File: src/rtl/fleet_pkg.sv
// Shared types and helpers for the alien fleet march controller.
// State enum, march direction and coordinate widths.
package fleet_pkg;

    localparam int COORD_W  = 11;
    localparam int PERIOD_W = 7;

    typedef enum logic [1:0] {
        ST_IDLE,
        ST_MARCH,
        ST_LANDED,
        ST_CLEARED
    } fleet_state_t;

    typedef enum logic {
        DIR_RIGHT,
        DIR_LEFT
    } fleet_dir_t;

    // Frames per step: fewer aliens means a faster march.
    function automatic logic [PERIOD_W-1:0] step_period(
        input logic [5:0] alive,
        input int         minPeriod,
        input int         shift
    );
        logic [5:0] scaled;
        scaled = alive >> shift;
        return PERIOD_W'(minPeriod) + PERIOD_W'(scaled);
    endfunction

endpackage

File: src/rtl/step_period_timer.sv
// Frame counter that raises stepDue when the march period has elapsed.
// The period is recomputed from aliveCount on every comparison.
module step_period_timer
    import fleet_pkg::*;
#(
    parameter int MIN_PERIOD  = 2,
    parameter int SPEED_SHIFT = 1
) (
    input  logic                clk,
    input  logic                reset,
    input  logic                startOfFrame,
    input  logic                enable,
    input  logic                clear,
    input  logic [5:0]          aliveCount,
    output logic [PERIOD_W-1:0] frameCount,
    output logic                stepDue
);

    logic [PERIOD_W-1:0] period;
    logic [PERIOD_W-1:0] lastCount;

    // Compare against the current period; a count already past it fires at once.
    always_comb begin
        period    = step_period(aliveCount, MIN_PERIOD, SPEED_SHIFT);
        lastCount = period - PERIOD_W'(1);
        stepDue   = enable && startOfFrame && (frameCount >= lastCount);
    end

    // Count frames while marching; wrap to zero on each step.
    always_ff @(posedge clk) begin
        if (reset || clear) begin
            frameCount <= '0;
        end else if (enable && startOfFrame) begin
            if (stepDue) begin
                frameCount <= '0;
            end else begin
                frameCount <= frameCount + PERIOD_W'(1);
            end
        end
    end

endmodule

File: src/rtl/alien_fleet_march_ctrl.sv
// Alien formation sequencer: sideways steps, row drops and reversals.
// Flags landing and wave-clear; all outputs are registered.
module alien_fleet_march_ctrl
    import fleet_pkg::*;
#(
    parameter int INITIAL_X   = 64,
    parameter int INITIAL_Y   = 48,
    parameter int X_STEP      = 8,
    parameter int Y_STEP      = 16,
    parameter int LEFT_LIMIT  = 0,
    parameter int RIGHT_LIMIT = 639,
    parameter int LAND_Y      = 400,
    parameter int MIN_PERIOD  = 2,
    parameter int SPEED_SHIFT = 1
) (
    input  logic                      clk,
    input  logic                      reset,
    input  logic                      startOfFrame,
    input  logic                      enable,
    input  logic                      newWave,
    input  logic [5:0]                aliveCount,
    input  logic [9:0]                minColOffset,
    input  logic [9:0]                maxColOffset,
    output logic signed [COORD_W-1:0] topLeftX,
    output logic signed [COORD_W-1:0] topLeftY,
    output logic                      stepPulse,
    output logic                      animFrame,
    output logic                      landed,
    output logic                      cleared
);

    localparam logic signed [COORD_W-1:0] INIT_X_C = COORD_W'(INITIAL_X);
    localparam logic signed [COORD_W-1:0] INIT_Y_C = COORD_W'(INITIAL_Y);
    localparam logic signed [COORD_W-1:0] X_STEP_C = COORD_W'(X_STEP);
    localparam logic signed [COORD_W-1:0] Y_STEP_C = COORD_W'(Y_STEP);
    localparam logic signed [COORD_W-1:0] LAND_Y_C = COORD_W'(LAND_Y);
    localparam logic signed [11:0]        X_STEP_W = 12'(X_STEP);
    localparam logic signed [11:0]        LEFT_W   = 12'(LEFT_LIMIT);
    localparam logic signed [11:0]        RIGHT_W  = 12'(RIGHT_LIMIT);

    fleet_state_t              state, stateN;
    fleet_dir_t                dir, dirN;
    logic signed [COORD_W-1:0] xN, yN, yDrop;
    logic                      pulseN, animN, landedN, clearedN;
    logic [PERIOD_W-1:0]       frameCount;
    logic                      stepDue;
    logic                      timerRun;
    logic signed [11:0]        xWide, rightEdge, leftEdge;
    logic                      hitRight, hitLeft, doDrop;

    assign timerRun = (state == ST_MARCH) && enable && (aliveCount != 6'd0);

    step_period_timer #(
        .MIN_PERIOD  (MIN_PERIOD),
        .SPEED_SHIFT (SPEED_SHIFT)
    ) u_timer (
        .clk          (clk),
        .reset        (reset),
        .startOfFrame (startOfFrame),
        .enable       (timerRun),
        .clear        (newWave),
        .aliveCount   (aliveCount),
        .frameCount   (frameCount),
        .stepDue      (stepDue)
    );

    // Edge checks in 12-bit signed so extreme offsets cannot wrap.
    always_comb begin
        xWide     = {topLeftX[COORD_W-1], topLeftX};
        rightEdge = xWide + $signed({2'b00, maxColOffset}) + X_STEP_W;
        leftEdge  = xWide + $signed({2'b00, minColOffset}) - X_STEP_W;
        hitRight  = rightEdge > RIGHT_W;
        hitLeft   = leftEdge < LEFT_W;
        doDrop    = (dir == DIR_RIGHT) ? hitRight : hitLeft;
        yDrop     = topLeftY + Y_STEP_C;
    end

    // Next-state and next-output decisions; newWave overrides every state.
    always_comb begin
        stateN   = state;
        dirN     = dir;
        xN       = topLeftX;
        yN       = topLeftY;
        pulseN   = 1'b0;
        animN    = animFrame;
        landedN  = landed;
        clearedN = cleared;
        if (newWave) begin
            stateN   = ST_MARCH;
            dirN     = DIR_RIGHT;
            xN       = INIT_X_C;
            yN       = INIT_Y_C;
            landedN  = 1'b0;
            clearedN = 1'b0;
        end else begin
            unique case (state)
                ST_IDLE: begin
                    if (enable) stateN = ST_MARCH;
                end
                ST_MARCH: begin
                    if (enable && startOfFrame && aliveCount == 6'd0) begin
                        stateN   = ST_CLEARED;
                        clearedN = 1'b1;
                    end else if (stepDue) begin
                        pulseN = 1'b1;
                        animN  = ~animFrame;
                        if (doDrop) begin
                            yN   = yDrop;
                            dirN = (dir == DIR_RIGHT) ? DIR_LEFT : DIR_RIGHT;
                            if (yDrop >= LAND_Y_C) begin
                                stateN  = ST_LANDED;
                                landedN = 1'b1;
                            end
                        end else if (dir == DIR_RIGHT) begin
                            xN = topLeftX + X_STEP_C;
                        end else begin
                            xN = topLeftX - X_STEP_C;
                        end
                    end
                end
                default: ;
            endcase
        end
    end

    // State and output registers.
    always_ff @(posedge clk) begin
        if (reset) begin
            state     <= ST_IDLE;
            dir       <= DIR_RIGHT;
            topLeftX  <= INIT_X_C;
            topLeftY  <= INIT_Y_C;
            stepPulse <= 1'b0;
            animFrame <= 1'b0;
            landed    <= 1'b0;
            cleared   <= 1'b0;
        end else begin
            state     <= stateN;
            dir       <= dirN;
            topLeftX  <= xN;
            topLeftY  <= yN;
            stepPulse <= pulseN;
            animFrame <= animN;
            landed    <= landedN;
            cleared   <= clearedN;
        end
    end

endmodule

File: config.mk
export PLATFORM = sky130hd
export DESIGN_NAME = alien_fleet_march_ctrl
export DESIGN_NICKNAME = d
export VERILOG_FILES = /design/src/rtl/fleet_pkg.sv /design/src/rtl/step_period_timer.sv /design/src/rtl/alien_fleet_march_ctrl.sv
export SDC_FILE = /design/constraint.sdc
export NUM_CORES = 1
export LEC_CHECK = 0
export ABC_CLOCK_PERIOD_IN_PS = 6640
export BUFFER_PORTS_ARGS = -buffer_cell sky130_fd_sc_hd__buf_2
export CAP_MARGIN = 10
export CORE_ASPECT_RATIO = 0.5
export CORE_UTILIZATION = 60
export DETAILED_ROUTE_END_ITERATION = 8
export HOLD_SLACK_MARGIN = 0.12
export MAX_ROUTING_LAYER = met4
export PLACE_DENSITY = 0.87
export SLEW_MARGIN = 20
export SYNTH_ARGS = -nofsm -noshare
export SYNTH_HDL_FRONTEND = slang
export SYNTH_SLANG_ARGS = --single-unit
File: constraint.sdc
create_clock -name clk -period 6.64 [get_ports clk]
set_input_delay 0.996 -clock clk [delete_from_list [all_inputs] [get_ports clk]]
set_output_delay 0.996 -clock clk [all_outputs]
set_load 0.01 [all_outputs]
==> summary.md <==
| Metric | Value |
|---|---|
| Outcome | `finished, final reports clean` |
| Post-Synth XOR/XNOR Area | `6.29%` |
| Avg Synthesized Cell Area | `8.21 sq um` |
| Clock slew at reported path FFs | `0.07 ns` |
| Pwr/cell area | `131 nW/um^2` |
| Final HPWL DP | `4.20 mm` |
| Hold Fails Final Rpt | `0` |
| Via/cell ratio | `5.62` |
| Layout cell share with drive strength beyond 1 | `17.9%` |
| Fin. max-slew vios | `0` |
| WP data arrival | `4.13 ns` |
| Post-synth EDFFs | `0` |
| Net count of the finished layout | `441` |
| Worst hold margin | `0.452 ns` |
| Fin crit share | `60.3%` |
| Total wire length | `5.47 mm` |
| Post-Synthesis Cell Area | `2650 sq um` |
| Root Buffer | `clkbuf_8` |
| Die area | `4690 sq um` |
| Kind of critical path | `in -> reg` |
| Max VDD drop | `96.2 uV` |
| Peak fanout along the critical path | `24` |
| Synth Area in Compound Gates | `19.3%` |
| YS warnings | `0` |
| Core region area | `4060 sq um` |
| Die H | `49.0 um` |
| PortBufs | `43` |
| Synth Area in Adders | `23.3%` |
| # clock sinks | `29` |
| Die width | `95.9 um` |
| Boundary Pins | `57` |
| Main combinational cell family by area after synthesis | `adder cells` |
| DR WL/cell | `13.1 um` |
| Max_cap viols | `0` |
| Setup Skew | `0.00602 ns` |
| Leakage | `1.40 nW` |
| FFs w/ async S/R, synth | `0%` |
| Final setup fails | `0` |
| Cell family with most CP delay | `compound AO/OA/AOI/OAI gates` |
| TNS Setup | `0 ns` |
| Tmin final | `4.00 ns` |
| #FFs+latches synth | `29` |
| CP Capture Type | `register` |
| Most common cell after layout, fill and taps aside | `ha_1` |
| RSZ-0062 raised after global routing | `no` |
| Mapped Cells | `322` |
| Fmax | `250 MHz` |
| ANT cells | `0` |
| GR Util All Layers | `26.5%` |
| Row count | `16` |
| Slowest-stage cell, CP | `o31a_1` |
| Initial Util | `65.1%` |
| Seq/Total Area, Yosys | `21.9%` |
| Layout Cells excl Fill | `417` |
| Post-synthesis mux area share | `1.18%` |
| Vias in the first global route | `2251` |
| DR DRC count | `0` |
| CTS buffer count | `5` |
| Global route overflow | `0` |
| Max stage delay on crit path | `0.72 ns` |
| Placed insts | `409` |
| GPL Wtd Cong | `0.832` |
| Max_slew headroom | `43.6%` |
| Worst-skew pair later-pin latency | `0.29 ns` |
| Post-CTS Setup Inserts | `0` |
| Startpoint Class | `input pin` |
| Post-synthesis simple-gate area fraction | `19.0%` |
| Largest net degree at the start of global routing | `25` |
| Via count | `2345` |
| Worst Path Required | `6.77 ns` |
| Hold-fix buffers, CTS | `0` |
| Post-CTS Resized | `0` |
| Hold WC Path Type | `reg -> reg` |
| CTS Buffer Depth | `2` |
| CTS tree | `done` |
| Unique masters post-synth | `50` |
| Cell Chain, Critical Path | `buf_2 > ha_1 > ha_1 > fa_1 > a211oi_1 > nor3b_1 > mux2i_1 > a211oi_1 > o31a_1 > and2_1 > o211ai_1` |
| Max H-tree Level | `2` |
| Most used DFF post-synth | `dfxtp_1` |
| Area grow syn2layout | `11.2%` |
| Antenna Violating Nets Remaining | `0` |
| First-pass DRT Iterations | `4` |
| Slew @ Worst Pin | `0.846 ns` |
| Antenna violations before repair | `0` |
| Bufs and invs on worst path | `1` |
| First-pass GRT wire length | `9.52 mm` |
| Final core utilization | `72.4%` |
| Most frequent cells in the layout | `46 x ha_1, 43 x buf_2, 37 x inv_1` |
| Initial drt markers | `103` |
-- cells by family after synthesis --
family	count (synthesis)
and+or+nand+nor	95
AOI/OAI and AO/OA	74
buffers and inverters	53
adders and majority gates	48
DFF	29
xor gates and xnor gates	19
muxes	3
other	1
-- per-layer routing --
layer / vias to the layer above / wire length [um] / GRT usage [%]
met4: 0 / 63 / 5.47
met5: - / 0 / -
met1: 1071 / 2540 / 29.8
li1: 1214 / - / -
met3: 11 / 209 / 5.76
met2: 49 / 2660 / 48.2
-- synth_stat cells (3+ instances only) --
| master | instances | area share [%] |
|---|---|---|
| clkbuf_1 | 5 | 0.71 |
| and3_1 | 3 | 0.71 |
| a21o_1 | 4 | 1.1 |
| nor2b_1 | 3 | 0.71 |
| xnor2_1 | 9 | 3.0 |
| nor4_1 | 6 | 1.4 |
| nor2_1 | 22 | 3.1 |
| a211oi_1 | 10 | 2.8 |
| a31o_2 | 3 | 0.99 |
| nand3_1 | 12 | 2.3 |
| a21oi_1 | 18 | 3.4 |
| o31ai_1 | 7 | 2.0 |
| o21a_1 | 3 | 0.85 |
| or4_1 | 6 | 1.7 |
| dfxtp_1 | 29 | 22 |
| or2_2 | 3 | 0.71 |
| a31oi_1 | 4 | 0.95 |
| buf_4 | 7 | 2.0 |
| nand2_1 | 19 | 2.7 |
| nand4_1 | 4 | 0.95 |
| nand2b_1 | 5 | 1.2 |
| o21ai_0 | 9 | 1.7 |
| xor2_1 | 10 | 3.3 |
| inv_1 | 37 | 5.3 |
| and2_1 | 4 | 0.95 |
| ha_1 | 46 | 22 |
-- worst reg2reg max path, cell delays in order, from the launching register on --
cell and delay (ns):
dfxtp_1 0.41, ha_1 0.26, ha_1 0.24, fa_1 0.38
a211oi_1 0.31, nor3b_1 0.14, mux2i_1 0.14, a211oi_1 0.28
o31a_1 0.72, and2_1 0.44, o211ai_1 0.12
-- registers in the layout, indices dropped and copies added, names as in the netlist --
| signal | cells |
|---|---|
| stepPulse | 1 |
| cleared | 1 |
| topLeftY | 7 |
| landed | 1 |
| state | 2 |
| u_timer.frameCount | 7 |
| topLeftX | 8 |
| animFrame | 1 |
| dir | 1 |
-- per-stage QoR --
stage	setup WS, ns	cell area [sq um]	total power [mW]
2_1_floorplan	3.18	2670	0.228
3_3_place_gp	2.55	2850	0.238
3_5_place_dp	2.33	2850	0.241
4_1_cts	2.65	2940	0.387
5_1_grt	2.41	2940	0.404
6_report	2.64	2940	0.385
-- final timing paths --
check                       start     endpoint  slack, ns  depth (start not counted)
hold / removal             landed       landed       0.45                          2
setup / recovery  maxColOffset[4]  topLeftX[6]       2.64                         11
setup reg to reg      topLeftX[4]  topLeftX[6]       3.05                         10
hold reg to reg            landed       landed       0.45                          2
-- report_power, final --
| group | switching [mW] | internal (mW) |
|---|---|---|
| combinational | 0.0365 | 0.0255 |
| sequential | 0.000933 | 0.175 |
| clock | 0.0750 | 0.0722 |
| total | 0.112 | 0.272 |
-- area by class of cell --
cell class                 instances  area [sq um]
multi-input combinational        246          1850
sequential                        29           581
clock inverter                     3          17.5
fill                             337          1120
clock buffer                       5          68.8
tap                               54          67.6
inverter                          37           139
timing repair buffer              43           215
Power figures use the tool's default switching activity.
